[src/rtl/alu_m_control_if.sv]
// EX-stage bundle between the pipeline/decoder and alu_m_control:
// instruction fields and operands in, ALU code, stall and M result out.
interface alu_m_control_if #(
    parameter int unsigned XLEN = 32
);
    logic            valid_in;
    logic            flush;
    logic [1:0]      aluop_in;
    logic [6:0]      func7;
    logic [2:0]      func3;
    logic [6:0]      instruction_opcode;
    logic [XLEN-1:0] rs1_value;
    logic [XLEN-1:0] rs2_value;
    logic [3:0]      aluop_out;
    logic            m_op;
    logic            stall;
    logic [XLEN-1:0] m_result;
    logic            m_done;

    modport master (
        output valid_in, flush, aluop_in, func7, func3, instruction_opcode, rs1_value, rs2_value,
        input  aluop_out, m_op, stall, m_result, m_done
    );

    modport slave (
        input  valid_in, flush, aluop_in, func7, func3, instruction_opcode, rs1_value, rs2_value,
        output aluop_out, m_op, stall, m_result, m_done
    );
endinterface

[src/rtl/alu_m_control.sv]
// EX-stage ALU control: decodes the 4-bit ALU code and sequences RV32M/RV64M
// ops on an iterative shift-add multiplier / restoring divider.
module alu_m_control #(
    parameter int unsigned XLEN     = 32,
    parameter bit          ENABLE_M = 1'b1
) (
    input  logic           clk,
    input  logic           rst_n,
    alu_m_control_if.slave bus
);
    localparam int unsigned CW = $clog2(XLEN + 1);
    localparam int unsigned PW = 2 * XLEN;

    localparam logic [6:0] OPC_OP     = 7'b0110011;
    localparam logic [6:0] OPC_OPIMM  = 7'b0010011;
    localparam logic [6:0] OPC_BRANCH = 7'b1100011;
    localparam logic [6:0] F7_BASE    = 7'b0000000;
    localparam logic [6:0] F7_ALT     = 7'b0100000;
    localparam logic [6:0] F7_MULDIV  = 7'b0000001;

    localparam logic [3:0] ALU_AND  = 4'b0000;
    localparam logic [3:0] ALU_OR   = 4'b0001;
    localparam logic [3:0] ALU_ADD  = 4'b0010;
    localparam logic [3:0] ALU_SLTU = 4'b0011;
    localparam logic [3:0] ALU_SUB  = 4'b0110;
    localparam logic [3:0] ALU_SLT  = 4'b0111;
    localparam logic [3:0] ALU_SLL  = 4'b1000;
    localparam logic [3:0] ALU_SRL  = 4'b1001;
    localparam logic [3:0] ALU_XOR  = 4'b1010;
    localparam logic [3:0] ALU_SRA  = 4'b1100;

    localparam logic [XLEN-1:0] MIN_NEG = {1'b1, {(XLEN-1){1'b0}}};

    typedef enum logic [1:0] {S_IDLE, S_MUL, S_DIV, S_DONE} state_t;

    function automatic logic [3:0] f_arith(input logic [2:0] f3, input logic alt);
        case (f3)
            3'b000:  return ALU_ADD;
            3'b001:  return ALU_SLL;
            3'b010:  return ALU_SLT;
            3'b011:  return ALU_SLTU;
            3'b100:  return ALU_XOR;
            3'b101:  return alt ? ALU_SRA : ALU_SRL;
            3'b110:  return ALU_OR;
            default: return ALU_AND;
        endcase
    endfunction

    state_t          r_state, w_state_nx;
    logic [CW-1:0]   r_cnt, w_cnt_nx;
    logic [1:0]      r_op, w_op_nx;
    logic            r_neg_q, w_neg_q_nx;
    logic            r_neg_r, w_neg_r_nx;
    logic [PW-1:0]   r_opa, w_opa_nx;
    logic [XLEN-1:0] r_opb, w_opb_nx;
    logic [PW-1:0]   r_acc, w_acc_nx;
    logic [XLEN-1:0] r_m_result, w_m_result_nx;
    logic            r_m_done, w_m_done_nx;

    logic [3:0]      w_aluop;
    logic            w_m_op;

    // Instruction class decode into the ALU code
    always_comb begin
        w_aluop = ALU_ADD;
        w_m_op  = 1'b0;
        case (bus.instruction_opcode)
            OPC_OPIMM: w_aluop = f_arith(bus.func3, bus.func7[5]);
            OPC_BRANCH: begin
                case (bus.func3[2:1])
                    2'b00:   w_aluop = ALU_SUB;
                    2'b10:   w_aluop = ALU_SLT;
                    2'b11:   w_aluop = ALU_SLTU;
                    default: w_aluop = ALU_ADD;
                endcase
            end
            OPC_OP: begin
                if (bus.aluop_in == 2'b10) begin
                    if (bus.func7 == F7_BASE) begin
                        w_aluop = f_arith(bus.func3, 1'b0);
                    end else if (bus.func7 == F7_ALT) begin
                        if (bus.func3 == 3'b000)      w_aluop = ALU_SUB;
                        else if (bus.func3 == 3'b101) w_aluop = ALU_SRA;
                    end else if (bus.func7 == F7_MULDIV) begin
                        w_m_op = ENABLE_M;
                    end
                end
            end
            default: ;
        endcase
    end

    // Operand preparation for a newly accepted M op
    logic [2:0]      w_f3;
    logic            w_is_div, w_sgn_a, w_sgn_b, w_neg_a, w_neg_b;
    logic [XLEN-1:0] w_mag_a, w_mag_b;
    logic            w_div0, w_ovf;
    logic [XLEN-1:0] w_fast_res;

    always_comb begin
        w_f3     = bus.func3;
        w_is_div = w_f3[2];
        w_sgn_a  = w_f3[2] ? ~w_f3[0] : (w_f3[1:0] != 2'b11);
        w_sgn_b  = w_f3[2] ? ~w_f3[0] : ~w_f3[1];
        w_neg_a  = w_sgn_a & bus.rs1_value[XLEN-1];
        w_neg_b  = w_sgn_b & bus.rs2_value[XLEN-1];
        w_mag_a  = w_neg_a ? (XLEN'(0) - bus.rs1_value) : bus.rs1_value;
        w_mag_b  = w_neg_b ? (XLEN'(0) - bus.rs2_value) : bus.rs2_value;
        w_div0   = w_is_div && (bus.rs2_value == '0);
        w_ovf    = w_is_div && !w_f3[0] && (bus.rs1_value == MIN_NEG) && (bus.rs2_value == '1);
        if (w_div0) w_fast_res = w_f3[1] ? bus.rs1_value : '1;
        else        w_fast_res = w_f3[1] ? '0 : bus.rs1_value;
    end

    // One multiply / divide step and the sign-corrected final results
    logic [PW-1:0]   w_mul_acc, w_prod_fin;
    logic [XLEN:0]   w_rem_sh;
    logic            w_div_ge;
    logic [XLEN-1:0] w_rem_nx, w_quo_nx, w_rem_fin, w_quo_fin, w_mul_res, w_div_res;

    always_comb begin
        w_mul_acc  = r_acc + (r_opb[0] ? r_opa : PW'(0));
        w_prod_fin = r_neg_q ? (PW'(0) - w_mul_acc) : w_mul_acc;
        w_mul_res  = (r_op == 2'b00) ? w_prod_fin[XLEN-1:0] : w_prod_fin[PW-1:XLEN];
        w_rem_sh   = {r_acc[XLEN-1:0], r_opb[XLEN-1]};
        w_div_ge   = w_rem_sh >= {1'b0, r_opa[XLEN-1:0]};
        // Remainder after subtraction is below the divisor, so XLEN bits suffice
        w_rem_nx   = w_div_ge ? (w_rem_sh[XLEN-1:0] - r_opa[XLEN-1:0]) : w_rem_sh[XLEN-1:0];
        w_quo_nx   = {r_opb[XLEN-2:0], w_div_ge};
        w_quo_fin  = r_neg_q ? (XLEN'(0) - w_quo_nx) : w_quo_nx;
        w_rem_fin  = r_neg_r ? (XLEN'(0) - w_rem_nx) : w_rem_nx;
        w_div_res  = r_op[1] ? w_rem_fin : w_quo_fin;
    end

    // Sequencer next-state and datapath update
    always_comb begin
        w_state_nx    = r_state;
        w_cnt_nx      = r_cnt;
        w_op_nx       = r_op;
        w_neg_q_nx    = r_neg_q;
        w_neg_r_nx    = r_neg_r;
        w_opa_nx      = r_opa;
        w_opb_nx      = r_opb;
        w_acc_nx      = r_acc;
        w_m_result_nx = r_m_result;
        w_m_done_nx   = 1'b0;
        if (bus.flush) begin
            w_state_nx = S_IDLE;
            w_cnt_nx   = '0;
        end else begin
            case (r_state)
                S_IDLE: begin
                    if (bus.valid_in && w_m_op) begin
                        w_op_nx    = w_f3[1:0];
                        w_neg_q_nx = w_neg_a ^ w_neg_b;
                        w_neg_r_nx = w_neg_a;
                        w_cnt_nx   = CW'(XLEN);
                        w_acc_nx   = '0;
                        if (w_div0 || w_ovf) begin
                            w_state_nx    = S_DONE;
                            w_m_result_nx = w_fast_res;
                            w_m_done_nx   = 1'b1;
                        end else if (w_is_div) begin
                            w_state_nx = S_DIV;
                            w_opa_nx   = {{XLEN{1'b0}}, w_mag_b};
                            w_opb_nx   = w_mag_a;
                        end else begin
                            w_state_nx = S_MUL;
                            w_opa_nx   = {{XLEN{1'b0}}, w_mag_a};
                            w_opb_nx   = w_mag_b;
                        end
                    end
                end
                S_MUL: begin
                    w_acc_nx = w_mul_acc;
                    w_opa_nx = r_opa << 1;
                    w_opb_nx = r_opb >> 1;
                    w_cnt_nx = r_cnt - CW'(1);
                    if (r_cnt == CW'(1)) begin
                        w_state_nx    = S_DONE;
                        w_m_result_nx = w_mul_res;
                        w_m_done_nx   = 1'b1;
                    end
                end
                S_DIV: begin
                    w_acc_nx = {{XLEN{1'b0}}, w_rem_nx};
                    w_opb_nx = w_quo_nx;
                    w_cnt_nx = r_cnt - CW'(1);
                    if (r_cnt == CW'(1)) begin
                        w_state_nx    = S_DONE;
                        w_m_result_nx = w_div_res;
                        w_m_done_nx   = 1'b1;
                    end
                end
                default: w_state_nx = S_IDLE;
            endcase
        end
    end

    always_ff @(posedge clk or negedge rst_n) begin
        if (!rst_n) begin
            r_state    <= S_IDLE;
            r_cnt      <= '0;
            r_op       <= '0;
            r_neg_q    <= 1'b0;
            r_neg_r    <= 1'b0;
            r_opa      <= '0;
            r_opb      <= '0;
            r_acc      <= '0;
            r_m_result <= '0;
            r_m_done   <= 1'b0;
        end else begin
            r_state    <= w_state_nx;
            r_cnt      <= w_cnt_nx;
            r_op       <= w_op_nx;
            r_neg_q    <= w_neg_q_nx;
            r_neg_r    <= w_neg_r_nx;
            r_opa      <= w_opa_nx;
            r_opb      <= w_opb_nx;
            r_acc      <= w_acc_nx;
            r_m_result <= w_m_result_nx;
            r_m_done   <= w_m_done_nx;
        end
    end

    assign bus.aluop_out = w_aluop;
    assign bus.m_op      = w_m_op;
    assign bus.stall     = bus.valid_in & w_m_op & (r_state != S_DONE);
    assign bus.m_result  = r_m_result;
    assign bus.m_done    = r_m_done;
endmodule

[src/flat_wrapper.sv]
// flat-port wrapper written by rule: the top's interface ports become plain ports
module alu_m_control_flat 
#(
    parameter int unsigned XLEN     = 32,
    parameter bit          ENABLE_M = 1'b1
)
  (clk, rst_n, bus_valid_in, bus_flush, bus_aluop_in, bus_func7, bus_func3, bus_instruction_opcode, bus_rs1_value, bus_rs2_value, bus_aluop_out, bus_m_op, bus_stall, bus_m_result, bus_m_done);
  alu_m_control_if #(.XLEN(XLEN)) bus_i ();
  input  logic clk;
  input  logic rst_n;
  input wire logic [$bits(bus_i.valid_in)-1:0] bus_valid_in;
  input wire logic [$bits(bus_i.flush)-1:0] bus_flush;
  input wire logic [$bits(bus_i.aluop_in)-1:0] bus_aluop_in;
  input wire logic [$bits(bus_i.func7)-1:0] bus_func7;
  input wire logic [$bits(bus_i.func3)-1:0] bus_func3;
  input wire logic [$bits(bus_i.instruction_opcode)-1:0] bus_instruction_opcode;
  input wire logic [$bits(bus_i.rs1_value)-1:0] bus_rs1_value;
  input wire logic [$bits(bus_i.rs2_value)-1:0] bus_rs2_value;
  output wire logic [$bits(bus_i.aluop_out)-1:0] bus_aluop_out;
  output wire logic [$bits(bus_i.m_op)-1:0] bus_m_op;
  output wire logic [$bits(bus_i.stall)-1:0] bus_stall;
  output wire logic [$bits(bus_i.m_result)-1:0] bus_m_result;
  output wire logic [$bits(bus_i.m_done)-1:0] bus_m_done;
  assign bus_i.valid_in = bus_valid_in;
  assign bus_i.flush = bus_flush;
  assign bus_i.aluop_in = bus_aluop_in;
  assign bus_i.func7 = bus_func7;
  assign bus_i.func3 = bus_func3;
  assign bus_i.instruction_opcode = bus_instruction_opcode;
  assign bus_i.rs1_value = bus_rs1_value;
  assign bus_i.rs2_value = bus_rs2_value;
  assign bus_aluop_out = bus_i.aluop_out;
  assign bus_m_op = bus_i.m_op;
  assign bus_stall = bus_i.stall;
  assign bus_m_result = bus_i.m_result;
  assign bus_m_done = bus_i.m_done;
  alu_m_control #(.XLEN(XLEN), .ENABLE_M(ENABLE_M)) u_core (.clk(clk), .rst_n(rst_n), .bus(bus_i));
endmodule
[config.mk]
export PLATFORM = sky130hd
export DESIGN_NAME = alu_m_control_flat
export DESIGN_NICKNAME = d
export VERILOG_FILES = /design/src/rtl/alu_m_control_if.sv /design/src/rtl/alu_m_control.sv /design/src/flat_wrapper.sv
export SDC_FILE = /design/constraint.sdc
export NUM_CORES = 1
export LEC_CHECK = 0
export CORE_UTILIZATION = 45
export DETAILED_ROUTE_END_ITERATION = 16
export MAX_ROUTING_LAYER = met4
export PLACE_DENSITY = 0.65
export SLEW_MARGIN = 20
export SYNTH_ARGS = -nofsm -noshare
export SYNTH_HDL_FRONTEND = slang
export SYNTH_SLANG_ARGS = --single-unit
[constraint.sdc]
create_clock -name clk -period 12.2 [get_ports clk]
set_input_delay 1.83 -clock clk [delete_from_list [all_inputs] [get_ports clk]]
set_output_delay 1.83 -clock clk [all_outputs]
set_load 0.02 [all_outputs]
==> results by stage <==
Place:
- The post-place setup slack is approximately 5.7 ns.
- Once placement completed, the tool counted placed cells totaling just over 4000.
- During placement, the flow inserted port buffers numbering approximately 130.
- The final weighted congestion in routability-driven placement is between 1 and 1.5.
- After legalization and detailed placement, the total HPWL measured 89200 um.
- The post-detailed-placement cell area is 0.0262 mm^2.

Power and ir drop:
- The cell leakage power is between 10 and 15 nW.
- The power density normalized to cell area is roughly 280 mW/mm^2.
- The completed layout was analyzed and its total power is 7.72 mW.
- The worst-case vdd ir drop is around 200 uV.

Routing:
- Summed over all layers, the routed wires come to around 110000 um.
- In the final routed layout, each cell accounts on average for 28.1 um.
- The pre-antenna-repair detailed-routing pass consisted of 8 iterations.
- The ratio of routed vias to standard cells is roughly 6.9.
- The number of antenna-violating nets in the routed design is 0.
- The routed layout has between 20000 and 30000 vias.
- The first routing iteration left between 3000 and 4000 violations.
- The DRC violation count after routing is 0.

Synth:
- The number of nets handed over by synthesis was about 3600.
- The count of flip-flops with a built-in enable after synthesis is 0.
- After synthesis, the most frequently instantiated cells are sky130_fd_sc_hd__nand2_1 (428), sky130_fd_sc_hd__nor2_1 (305), sky130_fd_sc_hd__o21ai_0 (286).
- By area, the combinational part of the netlist is dominated by compound AO/OA/AOI/OAI gates.
- The proportion of synthesized area in mux cells is 0.0274.
- Synthesis instantiated around 120 different standard cells from the library.
- In the synthesized netlist, the number of instances is around 3400.
- The most instantiated flip-flop cell in the synthesis netlist is sky130_fd_sc_hd__dfrtp_1.
- Of the total synthesized cell area, the portion taken by AND, OR, NAND and NOR gates is 0.268.
- The largest area contributor in the synthesized netlist is sky130_fd_sc_hd__dfrtp_1.
- The part of the Yosys area used for sequential elements is 0.209.
- The mapped netlist covers roughly 0.025 mm^2.
- A synthesized cell averages 7.28 um^2.
- Yosys instantiated no cell more often than sky130_fd_sc_hd__nand2_1.
- Of the total synthesized cell area, the portion taken by full adders, half adders and majority gates is 0.0670.
- The xor and xnor fraction of the mapped netlist area is 0.0637.
- The synthesized-area fraction occupied by ao, oa, aoi and oai cells is 0.313.
- Sorting the synthesized cells by area gives the leading types as sky130_fd_sc_hd__dfrtp_1 (21%), sky130_fd_sc_hd__nand2_1 (6.5%), sky130_fd_sc_hd__o21ai_0 (5.8%), sky130_fd_sc_hd__ha_1 (5.4%), sky130_fd_sc_hd__a21oi_1 (5.3%).
- Of the post-synthesis cell area, the dominant cell type holds 0.209.
- In the synthesized netlist the async set-or-reset flop fraction comes to 1.00.
- The register bit count reported by yosys is between 200 and 250.
- The synthesis warning total is 0.

Floorplan:
- The initial utilization of the core area, before any placement, comes to 0.456.
- The core region is ~0.054 mm^2.
- The number of core rows is 85.
- The horizontal die dimension is approximately 240 um.
- The die height is about 240 um.
- The count of pins on the block boundary is about 130.
- The die covers approximately 0.056 mm^2.

Final layout:
- The multi-input combinational cells in the finished layout cover a total of 0.0182 mm^2.
- After routing the design area is between 0.02 and 0.03 mm^2.
- The area taken by flip-flops and latches is a little over 0.005 mm^2.
- The non-filler instance count after layout is ~4100.
- For this run, the post-layout net count is 3550.
- The fraction of layout instances using a drive strength above 1 is 0.0667.
- The fill cell instance count of the final layout is 5433.
- The synthesis-to-finish area growth is 10.3%.

CTS:
- The number of setup buffers added after CTS is 0.
- The maximum clock path buffer count is 3.
- Post-CTS repair changed the size of 0 cells.
- The buffer cell driving the clock tree root is sky130_fd_sc_hd__clkbuf_16.
- TritonCTS built the clock tree.
- In this run the number of H-tree levels came out at 1.
- The total clock buffers created by CTS is 27.
- The clock sink count is slightly above 200.
- The worst-skew pair later-pin latency is 0.59 ns.
- The number of hold buffers added after CTS was 0.
- The clock transition at the register clock pins on the worst setup and hold paths after CTS is 0.06 ns.

Timing:
- The clock tree skew after final layout is 0.0299 ns.
- The number of hold violations in the final report is 0.
- The clock period minus worst slack is 6.55 ns.
- The number of pins exceeding their max-slew limit in the final report came to 0.
- The worst setup slack after layout is 5.65 ns.
- The final count of negative-setup-slack endpoints is 0.
- The worst max-slew margin expressed relative to the limit is 0.248.
- The highest attainable clock frequency is roughly 150 MHz.
- The part of the cycle the worst path needs is 0.537.
- At the pin with the least slew margin, the transition time is approximately 1.1 ns.
- The sum of negative setup slack is 0 ns.
- Setup repair after global routing left no endpoint under its margin.

Critical path:
- The data arrival time of the critical path is approximately 4.7 ns.
- STA classifies the critical path endpoint as an output port.
- The worst setup path category is in -> out.
- The highest net fanout along the worst path is 25.
- The worst setup path is launched from a primary input.
- For the worst setup path, the data required time is between 10 and 15 ns.

Global routing:
- The initial antenna violation count was 2.
- Global routing finished with a remaining overflow of 0.
- The via count of the first global-routing pass is 25600.
- The pin count of the biggest net entering global routing is 87.
- The aggregate global-route resource usage is 0.409.
- The global-route wire length before repair is 168000 um.

Status:
- The run finished with clean final reports.

Hold path:
- In this run the worst hold path is classified as reg -> reg.

Job:
- Across the run, the number of max-cap violations was 0.
## metrics by stage
step	util	hold WS (ns)
2_1_floorplan	-	0.439
3_3_place_gp	0.486	0.456
3_5_place_dp	0.486	0.465
4_1_cts	0.503	0.477
5_1_grt	0.503	0.505
6_report	0.503	0.471
## sequential cells by signal, indices dropped and copies added (netlist names)
| signal | cells |
|---|---|
| u_core.r_neg_r | 1 |
| u_core.r_neg_q | 1 |
| u_core.r_op | 2 |
| u_core.r_state | 2 |
| u_core.r_opb | 32 |
| u_core.r_acc | 64 |
| u_core.r_cnt | 6 |
| u_core.bus.m_done | 1 |
| u_core.bus.m_result | 32 |
| u_core.r_opa | 64 |
## worst max-delay path: stages
cell	delay (ns)
sky130_fd_sc_hd__clkdlybuf4s50_1	1.00
sky130_fd_sc_hd__clkinv_1	0.87
sky130_fd_sc_hd__a31oi_1	0.34
sky130_fd_sc_hd__o21ai_0	0.10
sky130_fd_sc_hd__clkdlybuf4s50_1	0.56
## path summary, 6_finish.rpt
kind	startpoint	to	slack (ns)	cells after the start
setup / recovery	bus_func3[1]	bus_aluop_out[2]	5.65	5
hold / removal	u_core.r_opa[63]	u_core.r_opa[63]	0.47	2
setup reg to reg	u_core.r_acc[26]	u_core.bus.m_result[26]	5.80	17
hold reg to reg	u_core.r_opa[63]	u_core.r_opa[63]	0.47	2
max in group asynchronous	rst_n	u_core.r_neg_q	9.43	2
min in group asynchronous	rst_n	u_core.r_acc[34]	1.25	1
## layout make-up
cell class	count	share of cell area
tap	696	0.0321
antenna	1	0.0000922
timing repair buffer	168	0.0580
sequential	205	0.189
clock buffer	33	0.0272
inverter	99	0.0137
clock inverter	14	0.00779
multi-input combinational	2853	0.672
## power breakdown
part           switching [mW]  internal [mW]  total (mW)
clock network           0.350          0.533       0.883
registers               0.384          0.890        1.27
logic                    3.83           1.74        5.57
## cell usage in the layout, fill, tap and decap left out, types with 15 or more instances in the layout
cell type | Yosys | routed
sky130_fd_sc_hd__dfrtp_1 | 205 | 204
sky130_fd_sc_hd__ha_1 | 107 | 106
sky130_fd_sc_hd__and2_1 | 70 | 70
sky130_fd_sc_hd__o21ai_1 | 24 | 24
sky130_fd_sc_hd__maj3_1 | 27 | 27
sky130_fd_sc_hd__o21a_1 | 27 | 27
sky130_fd_sc_hd__nor3_1 | 93 | 91
sky130_fd_sc_hd__a22o_1 | 20 | 20
sky130_fd_sc_hd__or3_1 | 38 | 38
sky130_fd_sc_hd__nor2_1 | 305 | 302
sky130_fd_sc_hd__nand2_1 | 428 | 427
sky130_fd_sc_hd__a31oi_1 | 51 | 51
sky130_fd_sc_hd__buf_4 | 11 | 43
sky130_fd_sc_hd__nor4_1 | 30 | 30
sky130_fd_sc_hd__nand3_1 | 105 | 105
sky130_fd_sc_hd__o21bai_1 | 15 | 15
sky130_fd_sc_hd__xor2_1 | 95 | 95
sky130_fd_sc_hd__o41ai_1 | 19 | 19
sky130_fd_sc_hd__mux2i_1 | 55 | 55
sky130_fd_sc_hd__a21oi_1 | 260 | 259
sky130_fd_sc_hd__and3_1 | 25 | 25
sky130_fd_sc_hd__clkdlybuf4s50_1 | 0 | 123
sky130_fd_sc_hd__clkbuf_16 | 0 | 27
sky130_fd_sc_hd__o211ai_1 | 36 | 36
sky130_fd_sc_hd__o31ai_1 | 41 | 41
sky130_fd_sc_hd__or4_1 | 19 | 19
sky130_fd_sc_hd__o221ai_1 | 19 | 19
sky130_fd_sc_hd__inv_1 | 95 | 95
sky130_fd_sc_hd__nand2b_1 | 25 | 25
sky130_fd_sc_hd__a21o_1 | 36 | 35
sky130_fd_sc_hd__xnor2_1 | 84 | 84
sky130_fd_sc_hd__a211oi_1 | 73 | 72
sky130_fd_sc_hd__o21ai_0 | 286 | 286
sky130_fd_sc_hd__a221oi_1 | 21 | 21
sky130_fd_sc_hd__nand4_1 | 71 | 71
sky130_fd_sc_hd__a221o_1 | 20 | 20
## cell families (layout without fill, tap and decap cells)
| family | count (synthesis) | after routing |
|---|---|---|
| AOI/OAI and AO/OA | 1141 | 1141 |
| xor gates and xnor gates | 179 | 179 |
| adders and majority gates | 136 | 136 |
| buffers and inverters | 320 | 314 |
| DFF | 205 | 205 |
| muxes | 66 | 66 |
| other | 0 | 1 |
| and+or+nand+nor | 1331 | 1331 |
## metal layers
layer  vias up  share of wire  global-route usage
met4         0          0.059               0.200
met1     13400           0.40               0.517
li1      12600              -                   -
met3       332          0.092              0.0650
met5         -              0                   -
met2      1600           0.45               0.635
Power figures use the tool's default switching activity.
